File: config.mk
export PLATFORM = sky130hd
export DESIGN_NAME = tgroup_launcher_flat
export DESIGN_NICKNAME = d
export VERILOG_FILES = /design/src/rtl/tgroup_launcher_if.sv /design/src/rtl/tgroup_launcher.sv /design/src/flat_wrapper.sv
export SDC_FILE = /design/constraint.sdc
export NUM_CORES = 1
export LEC_CHECK = 0
export ABC_AREA = 0
export CORE_MARGIN = 5
export CORE_UTILIZATION = 30
export CTS_CLUSTER_SIZE = 25
export DETAILED_ROUTE_END_ITERATION = 10
export PLACE_DENSITY = 0.53
export SLEW_MARGIN = 20
export SYNTH_ARGS = -nofsm -noshare
export SYNTH_HDL_FRONTEND = slang
export SYNTH_SLANG_ARGS = --single-unit
File: constraint.sdc
create_clock -name clk_i -period 2.6 [get_ports clk_i]
set_input_delay 0.52 -clock clk_i [delete_from_list [all_inputs] [get_ports clk_i]]
set_output_delay 0.52 -clock clk_i [all_outputs]
set_load 0.01 [all_outputs]
File: src/rtl/tgroup_launcher_if.sv
// Launch request, group dispatch and tblock-completion signals of tgroup_launcher.
// The slave modport is the launcher itself; the master modport is its environment.
interface tgroup_launcher_if #(
  parameter int PcWidth          = 16,
  parameter int AddressWidth     = 32,
  parameter int TblockIdxBits    = 5,
  parameter int TgroupIdBits     = 8,
  parameter int KernelTblockBits = 16
);
  logic                        launch_valid_i;
  logic                        launch_ready_o;
  logic [PcWidth-1:0]          launch_pc_i;
  logic [AddressWidth-1:0]     launch_dp_addr_i;
  logic [KernelTblockBits-1:0] launch_num_tblocks_i;
  logic                        start_o;
  logic                        ready_i;
  logic [PcWidth-1:0]          pc_o;
  logic [AddressWidth-1:0]     dp_addr_o;
  logic [TblockIdxBits-1:0]    number_of_tblocks_o;
  logic [TgroupIdBits-1:0]     tgroup_id_o;
  logic                        tblock_done_i;
  logic                        kernel_done_o;
  logic                        busy_o;

  modport slave (
    input  launch_valid_i, launch_pc_i, launch_dp_addr_i, launch_num_tblocks_i,
           ready_i, tblock_done_i,
    output launch_ready_o, start_o, pc_o, dp_addr_o, number_of_tblocks_o,
           tgroup_id_o, kernel_done_o, busy_o
  );

  modport master (
    output launch_valid_i, launch_pc_i, launch_dp_addr_i, launch_num_tblocks_i,
           ready_i, tblock_done_i,
    input  launch_ready_o, start_o, pc_o, dp_addr_o, number_of_tblocks_o,
           tgroup_id_o, kernel_done_o, busy_o
  );
endinterface

File: src/rtl/tgroup_launcher.sv
// Splits one kernel launch into groups of up to 2**TblockIdxBits-1 tblocks, offers them over start/ready,
// counts completions; launch->first start 1 cycle, last done->kernel_done_o 1 cycle, groups hold while !ready_i.
module tgroup_launcher #(
  parameter int PcWidth          = 16,
  parameter int AddressWidth     = 32,
  parameter int TblockIdxBits    = 5,
  parameter int TgroupIdBits     = 8,
  parameter int KernelTblockBits = 16
) (
  input  logic               clk_i,
  input  logic               rst_ni,
  tgroup_launcher_if.slave   bus
);
  localparam logic [KernelTblockBits-1:0] MaxGrp =
    KernelTblockBits'((1 << TblockIdxBits) - 1);

  typedef enum logic [1:0] {IDLE, DISPATCH, WAIT_DONE, DONE} state_e;

  state_e                      state_q, state_d;
  logic [PcWidth-1:0]          pc_q;
  logic [AddressWidth-1:0]     dp_q;
  logic [KernelTblockBits-1:0] remaining_q;
  logic [KernelTblockBits-1:0] total_q;
  logic [KernelTblockBits-1:0] done_cnt_q, done_cnt_d;
  logic [TgroupIdBits-1:0]     tgroup_id_q;
  logic [KernelTblockBits-1:0] grp_n;
  logic                        launch_hs, group_hs, counting, done_inc;

  assign grp_n     = (remaining_q > MaxGrp) ? MaxGrp : remaining_q;
  assign launch_hs = (state_q == IDLE) && bus.launch_valid_i;
  assign group_hs  = (state_q == DISPATCH) && bus.ready_i;
  assign counting  = (state_q == DISPATCH) || (state_q == WAIT_DONE);
  // Saturate at total: excess completions are a protocol error flagged below.
  assign done_inc   = counting && bus.tblock_done_i && (done_cnt_q != total_q);
  assign done_cnt_d = done_cnt_q + KernelTblockBits'(done_inc);

  always_ff @(posedge clk_i or negedge rst_ni) begin
    if (!rst_ni) begin
      state_q <= IDLE;
    end else begin
      state_q <= state_d;
    end
  end

  always_comb begin
    state_d = state_q;
    case (state_q)
      IDLE:      if (bus.launch_valid_i)
                   state_d = (bus.launch_num_tblocks_i == '0) ? DONE : DISPATCH;
      DISPATCH:  if (group_hs && (remaining_q == grp_n)) state_d = WAIT_DONE;
      WAIT_DONE: if (done_cnt_d == total_q) state_d = DONE;
      DONE:      state_d = IDLE;
      default:   state_d = IDLE;
    endcase
  end

  always_comb begin
    bus.launch_ready_o = (state_q == IDLE);
    bus.start_o        = (state_q == DISPATCH);
    bus.kernel_done_o  = (state_q == DONE);
    bus.busy_o         = (state_q != IDLE);
  end

  always_ff @(posedge clk_i or negedge rst_ni) begin
    if (!rst_ni) begin
      pc_q        <= '0;
      dp_q        <= '0;
      remaining_q <= '0;
      total_q     <= '0;
      done_cnt_q  <= '0;
      tgroup_id_q <= '0;
    end else if (launch_hs) begin
      pc_q        <= bus.launch_pc_i;
      dp_q        <= bus.launch_dp_addr_i;
      remaining_q <= bus.launch_num_tblocks_i;
      total_q     <= bus.launch_num_tblocks_i;
      done_cnt_q  <= '0;
      tgroup_id_q <= '0;
    end else begin
      done_cnt_q <= done_cnt_d;
      if (group_hs) begin
        remaining_q <= remaining_q - grp_n;
        tgroup_id_q <= tgroup_id_q + 1'b1;
      end
    end
  end

  assign bus.pc_o                = pc_q;
  assign bus.dp_addr_o           = dp_q;
  assign bus.number_of_tblocks_o = grp_n[TblockIdxBits-1:0];
  assign bus.tgroup_id_o         = tgroup_id_q;

  a_no_excess_done: assert property (@(posedge clk_i) disable iff (!rst_ni)
    (counting && bus.tblock_done_i) |-> (done_cnt_q != total_q));
endmodule

File: src/flat_wrapper.sv
// flat-port wrapper written by rule: the top's interface ports become plain ports
module tgroup_launcher_flat 
#(
  parameter int PcWidth          = 16,
  parameter int AddressWidth     = 32,
  parameter int TblockIdxBits    = 5,
  parameter int TgroupIdBits     = 8,
  parameter int KernelTblockBits = 16
)
  (clk_i, rst_ni, bus_launch_valid_i, bus_launch_pc_i, bus_launch_dp_addr_i, bus_launch_num_tblocks_i, bus_ready_i, bus_tblock_done_i, bus_launch_ready_o, bus_start_o, bus_pc_o, bus_dp_addr_o, bus_number_of_tblocks_o, bus_tgroup_id_o, bus_kernel_done_o, bus_busy_o);
  tgroup_launcher_if #(.PcWidth(PcWidth), .AddressWidth(AddressWidth), .TblockIdxBits(TblockIdxBits), .TgroupIdBits(TgroupIdBits), .KernelTblockBits(KernelTblockBits)) bus_i ();
  input  logic clk_i;
  input  logic rst_ni;
  input wire logic [$bits(bus_i.launch_valid_i)-1:0] bus_launch_valid_i;
  input wire logic [$bits(bus_i.launch_pc_i)-1:0] bus_launch_pc_i;
  input wire logic [$bits(bus_i.launch_dp_addr_i)-1:0] bus_launch_dp_addr_i;
  input wire logic [$bits(bus_i.launch_num_tblocks_i)-1:0] bus_launch_num_tblocks_i;
  input wire logic [$bits(bus_i.ready_i)-1:0] bus_ready_i;
  input wire logic [$bits(bus_i.tblock_done_i)-1:0] bus_tblock_done_i;
  output wire logic [$bits(bus_i.launch_ready_o)-1:0] bus_launch_ready_o;
  output wire logic [$bits(bus_i.start_o)-1:0] bus_start_o;
  output wire logic [$bits(bus_i.pc_o)-1:0] bus_pc_o;
  output wire logic [$bits(bus_i.dp_addr_o)-1:0] bus_dp_addr_o;
  output wire logic [$bits(bus_i.number_of_tblocks_o)-1:0] bus_number_of_tblocks_o;
  output wire logic [$bits(bus_i.tgroup_id_o)-1:0] bus_tgroup_id_o;
  output wire logic [$bits(bus_i.kernel_done_o)-1:0] bus_kernel_done_o;
  output wire logic [$bits(bus_i.busy_o)-1:0] bus_busy_o;
  assign bus_i.launch_valid_i = bus_launch_valid_i;
  assign bus_i.launch_pc_i = bus_launch_pc_i;
  assign bus_i.launch_dp_addr_i = bus_launch_dp_addr_i;
  assign bus_i.launch_num_tblocks_i = bus_launch_num_tblocks_i;
  assign bus_i.ready_i = bus_ready_i;
  assign bus_i.tblock_done_i = bus_tblock_done_i;
  assign bus_launch_ready_o = bus_i.launch_ready_o;
  assign bus_start_o = bus_i.start_o;
  assign bus_pc_o = bus_i.pc_o;
  assign bus_dp_addr_o = bus_i.dp_addr_o;
  assign bus_number_of_tblocks_o = bus_i.number_of_tblocks_o;
  assign bus_tgroup_id_o = bus_i.tgroup_id_o;
  assign bus_kernel_done_o = bus_i.kernel_done_o;
  assign bus_busy_o = bus_i.busy_o;
  tgroup_launcher #(.PcWidth(PcWidth), .AddressWidth(AddressWidth), .TblockIdxBits(TblockIdxBits), .TgroupIdBits(TgroupIdBits), .KernelTblockBits(KernelTblockBits)) u_core (.clk_i(clk_i), .rst_ni(rst_ni), .bus(bus_i));
endmodule
==> Yosys cells after proc, flatten, opt, wreduce, memory -nomap -nowiden <==
Index checks and enable logic that the tools add are counted.
{ "classes": {"add_sub_neg": 3, "n_mul": 0, "n_div": 0, "magnitude_cmp": 1, "eq_ne": 9, "shift": 0, "n_mux": 11, "n_bitwise": 0, "reduce_logical": 11} }
{ "op_table": {"columns": ["op", "count"], "rows": [
  ["2-to-1 mux 16 bit", 4],
  ["== test 16 bit", 2],
  ["adder 16 x 1 -> 16 bit", 1],
  ["greater-than comparator 16 x 5 -> 1 bit (second input constant)", 1],
  ["logical NOT 16 bit", 1],
  ["2-to-1 mux 8 bit", 2],
  ["inequality test 16 bit", 1],
  ["subtractor 16 bit", 1],
  ["adder 8 x 1 -> 8 bit (second input constant)", 1],
  ["2-to-1 mux 2 bit", 4],
  ["case mux 2 bit (4 select lines)", 1],
  ["logical AND 1 bit", 5],
  ["== test 2 bit (second input constant)", 2],
  ["inequality test 2 bit (second input constant)", 2],
  ["nonzero test 2 bit", 2],
  ["AND reduction 3 bit", 1],
  ["== test 2 x 1 -> 1 bit (second input constant)", 1],
  ["logical NOT 2 bit", 1],
  ["inequality test 2 x 1 -> 1 bit (second input constant)", 1],
  ["logical OR 1 bit", 1]
]} }
{ "totals": {"regBits": 106, "latch_bits": 0, "ram_bits": 0, "romBits": 0, "inputBits": 69, "output_inout_bits": 65, "word_cells": 42, "memories": 0} }

==> Logic depth before layout (Yosys ltp) <==
{ "depth": {"depth_word": 8, "mapped_depth": 14, "mapped_depth_nobuf": 13} }

==> Worst setup path after synthesis <==
No wires, ideal clock.
{ "synth_path": {"kind": "register to register", "from": "register u_core.done_cnt_q[12]", "to": "register u_core.state_q[1]", "setup_time_ns": 0.125, "arrival_time_ns": 2.733, "required_ns": 2.475, "setup_slack_ns": -0.258, "stages_incl_launch_ff": 13, "n_path_buf": 0, "period_less_slack_ns": 2.858, "cell_sequence": "dfrtp_1 -> xor2_1 -> nor4_1 -> nand4b_1 -> o311a_1 -> ha_1 -> nand4_1 -> or3_1 -> a2111oi_2 -> o2111ai_1 -> nor4_2 -> o21ai_1 -> mux2i_1"} }
{ "synth_via": {"elab_chain_len": 6} }
{ "synth_rtl": {"columns": ["item", "line_no", "text"], "rows": [
  ["start: declaration", "tgroup_launcher.sv:24", "logic [KernelTblockBits-1:0] done_cnt_q, done_cnt_d;"],
  ["start signal: assignment", "tgroup_launcher.sv:80", "done_cnt_q <= done_cnt_d;"],
  ["inequality test 16 bit", "tgroup_launcher.sv:34", "assign done_inc = counting && bus.tblock_done_i && (done_cnt_q != total_q);"],
  ["logical AND 1 bit", "tgroup_launcher.sv:34", null],
  ["adder 16 x 1 -> 16 bit *", "tgroup_launcher.sv:35", "assign done_cnt_d = done_cnt_q + KernelTblockBits'(done_inc);"],
  ["== test 16 bit *", "tgroup_launcher.sv:51", "WAIT_DONE: if (done_cnt_d == total_q) state_d = DONE;"],
  ["inequality test 2 bit (no source line) *", null, null],
  ["AND reduction 3 bit (no source line) *", null, null],
  ["end signal: assignment", "tgroup_launcher.sv:41", "state_q <= state_d;"],
  ["end: declaration", "tgroup_launcher.sv:19", "state_e state_q, state_d;"]
]} }
Every way passes the cells marked *; elsewhere a longest branch is shown, timed or not.
A chain may end at the register's enable or synchronous reset.

==> Final worst setup path <==
{ "layout_path": {"from": "register u_core.total_q[9]", "to": "register u_core.state_q[1]"} }
{ "layout_via": {"elab_chain_len": 6} }
{ "layout_rtl": {"columns": ["item", "line_no", "text"], "rows": [
  ["start: declaration", "tgroup_launcher.sv:23", "logic [KernelTblockBits-1:0] total_q;"],
  ["start signal: assignment", "tgroup_launcher.sv:76", "total_q <= bus.launch_num_tblocks_i;"],
  ["inequality test 16 bit", "tgroup_launcher.sv:34", null],
  ["logical AND 1 bit", "tgroup_launcher.sv:34", null],
  ["adder 16 x 1 -> 16 bit", "tgroup_launcher.sv:35", null],
  ["== test 16 bit *", "tgroup_launcher.sv:51", null],
  ["inequality test 2 bit (no source line) *", null, null],
  ["AND reduction 3 bit (no source line) *", null, null]
]} }
Marks and branches as above.

==> flow_summary_export.csv <==
group,metric,value,unit
run_status,status,"finished, violations left",
run_status,violations,"setup timing",
detailed_routing,drtAntennaViolNets,0,
cells_and_area,syn_to_final_growth,52.4,%
min_path,hp-class,"input pin to asynchronous set/reset pin",
worst_setup_path,start_kind,"flip-flop",
global_route,grt_first_pass_wirelength,25.4,mm
power,power_leakage,3.61,nW
worst_setup_path,worst_path_max_delay_cell,"dfrtp_1",
clock_network,cts_sinks,106,
detailed_routing,via_count,4633,
cells_and_area,design_area,7860,um2
timing,tightest_slew,667,ps
timing,slew_viol_final,0,
synthesis,synth_flop_cell,"dfrtp_1",
synthesis,synth_cell_types,50,
floorplan,core-area,17100,um2
placement,post-place-ws,-589,ps
global_route,antenna_found_initial,0,
synthesis,synth_top_area_cell,"dfrtp_1",
synthesis,syn_area,5150,um2
cells_and_area,drive_gt1_share,16.6,%
detailed_routing,wl,15.5,mm
floorplan,row_count,48,
timing,finClkSkew,7.10,ps
clock_network,clk_path_buf_depth,2,
placement,numPortBuffers,133,
floorplan,die_w,141,um
synthesis,ys_seq_elements,106,
clock_network,clockRootBuffer,"clkbuf_16",
synthesis,ys_warn_count,0,
timing,timing.fmax,0.319,GHz
timing,min_period,3130,ps
worst_setup_path,cp-end-kind,"flip-flop",
timing,hold_viol,0,
global_route,grt_max_degree,49,
timing,setup-tns-final,-1010,ps
global_route,track_usage,16.0,%
job,drv_cap,0,
floorplan,die_area,19900,um2
worst_setup_path,critPathLaunch,"u_core.total_q[9]",
placement,dp_hpwl,11.6,mm
cells_and_area,nets,854,
timing,relSlewSlack,55.5,%
synthesis,syn_inst,582,
clock_network,clk_latency,350,ps
worst_setup_path,r2r-start,"u_core.total_q[9]",
global_route,grt_pass1_vias,4961,
timing,grt_setup_unrepaired,"true",
detailed_routing,vias_per_cell,4.60,
power,peakVddDrop,0.436,mV
detailed_routing,dr.first_iter.drc_count,229,
detailed_routing,drc,0,
synthesis,avgSynthCellArea,8.86,um2
clock_network,tritoncts,"yes",
detailed_routing,avgRoutedWirePerCell,15.4,um
timing,setup_violations,2,
worst_setup_path,critPathKind,"flip-flop to flip-flop",
global_route,overflow,0,
synthesis,yosys.area.top_type_share,51.5,%
synthesis,synth_area_leaders,"dfrtp_1, nand2_1, xor2_1, xnor2_1, nor2_1",
worst_setup_path,cp_data_arrival_time,3360,ps
placement,place_area,7280,um2
synthesis,async_flop_share,100,%
power,powerDensity,1030,nW/um2
floorplan,ioPinCount,134,
timing,setup_slack,-531,ps
synthesis,synth_edf_count,0,
floorplan,start_util,30.2,%
clock_network,holdBufCountCts,0,
worst_setup_path,crit_family,"compound AO/OA/AOI/OAI gates",
clock_network,cts_buffers,9,
worst_setup_path,slowest_delay,420,ps
clock_network,clkTransAtPathRegs,70,ps
worst_setup_path,cp_max_fo,8,
floorplan,die_h,141,um
power,power.total,8.10,mW
worst_setup_path,crit_chain,"xor2_2, nor4_2, nand4b_1, o311a_4, ha_4, buf_6, a21oi_2, o22ai_1, a311o_1, nor4_4, o21ai_1, mux2i_1",
placement,place_congestion,0.852,
worst_setup_path,path_buf_inv,1,
timing,period_share,120,%
synthesis,syn_nets,659,
clock_network,htree_levels,3,
worst_setup_path,cp.required,2830,ps
detailed_routing,first_pass_iters,4,
cells_and_area,antenna_cells_inserted,0,
synthesis,yosysSeqAreaShare,51.5,%
==> report_power, final <==
group          internal [mW]  total [mW]  switching (mW)
Combinational           1.98        3.82            1.84
Clock                  0.898        1.53           0.632
Sequential              2.29        2.75           0.457
Total                   5.17        8.10            2.93
==> flip-flops by register name, indices dropped and copies added (netlist names) <==
| name | count |
|---|---|
| u_core.bus.dp_addr_o | 32 |
| u_core.bus.pc_o | 16 |
| u_core.done_cnt_q | 16 |
| u_core.remaining_q | 16 |
| u_core.total_q | 16 |
| u_core.bus.tgroup_id_o | 8 |
| u_core.state_q | 2 |
==> logic make-up (layout without fill, tap and decap cells) <==
group	after synthesis	count (layout)	synth area share, %
AND/OR/NAND/NOR	320	320	27.2
adder cells (fa/ha/maj)	8	8	1.94
flip-flops	106	106	51.5
XOR/XNOR	52	52	8.84
AO/OA/AOI/OAI	58	58	7.16
buffers and inverters	35	235	2.82
multiplexers	3	3	0.583
==> layer usage <==
metal  global-route usage, %  up-vias  share of wire, %
met5                       0        -                 0
met4                    4.03        0               1.2
met3                    6.55       13               7.8
met2                    26.2      110                48
met1                    19.6     2221                43
li1                        -     2289                 -
==> per-stage QoR <==
step	hold WS, ps	instances	util, %
finish	182	1007	46.1
global route	254	1007	46.1
CTS	204	1003	45.5
detailed placement	462	981	42.7
global placement	457	981	42.7
floorplan	224	582	-
==> synth_stat cells, types with 3 or more instances <==
master / count
xor2_1: 28
dfrtp_1: 106
nor2_1: 34
clkbuf_1: 21
or4_1: 3
nand3b_1: 3
ha_1: 8
nor4_1: 5
nor2b_1: 5
mux2i_1: 3
nand3_1: 7
and2_1: 3
xnor2_1: 24
or3_1: 3
o21ai_0: 24
buf_2: 5
a21oi_1: 11
and3_1: 4
nand2_1: 218
nand2b_1: 10
nor3_1: 6
inv_1: 7
nand4_1: 11
==> cell type report <==
type,count,area [um2]
clock inverters,4,73.8
multi-input cells,441,2550
clock buffers,12,256
flip-flops and latches,106,2650
fillers,1672,9200
well taps,225,282
repair buffers,212,2010
inverters,7,26.3
==> placed cells by master (no fill, tap or decap), types with 11 or more instances in the layout <==
master           instances
o21ai_0                 20
clkdlybuf4s50_1        127
buf_4                   71
xor2_1                  25
xnor2_1                 23
nor2_1                  34
dfrtp_1                106
nand2_1                214
nand4_1                 11
==> final timing paths <==
path                                           endpoint  slack, ps  cells after the start
worst max-delay path                  u_core.state_q[1]       -530                     12
worst min-delay path                  u_core.state_q[0]        180                      1
worst max register to register        u_core.state_q[1]       -530                     12
worst min register to register      u_core.bus.pc_o[13]        480                      2
max in group asynchronous       u_core.bus.dp_addr_o[2]       1690                      2
min in group clk_i                  u_core.bus.pc_o[13]        480                      2
==> repair_timing <==
action	4_1_cts	5_1_grt
endpoints found under the setup margin	7	13
buffers inserted	6	4
gates cloned	0	0
pin swaps	10	13
gates resized for setup	33	16
Note: power is estimated with default switching activity, not from simulation.
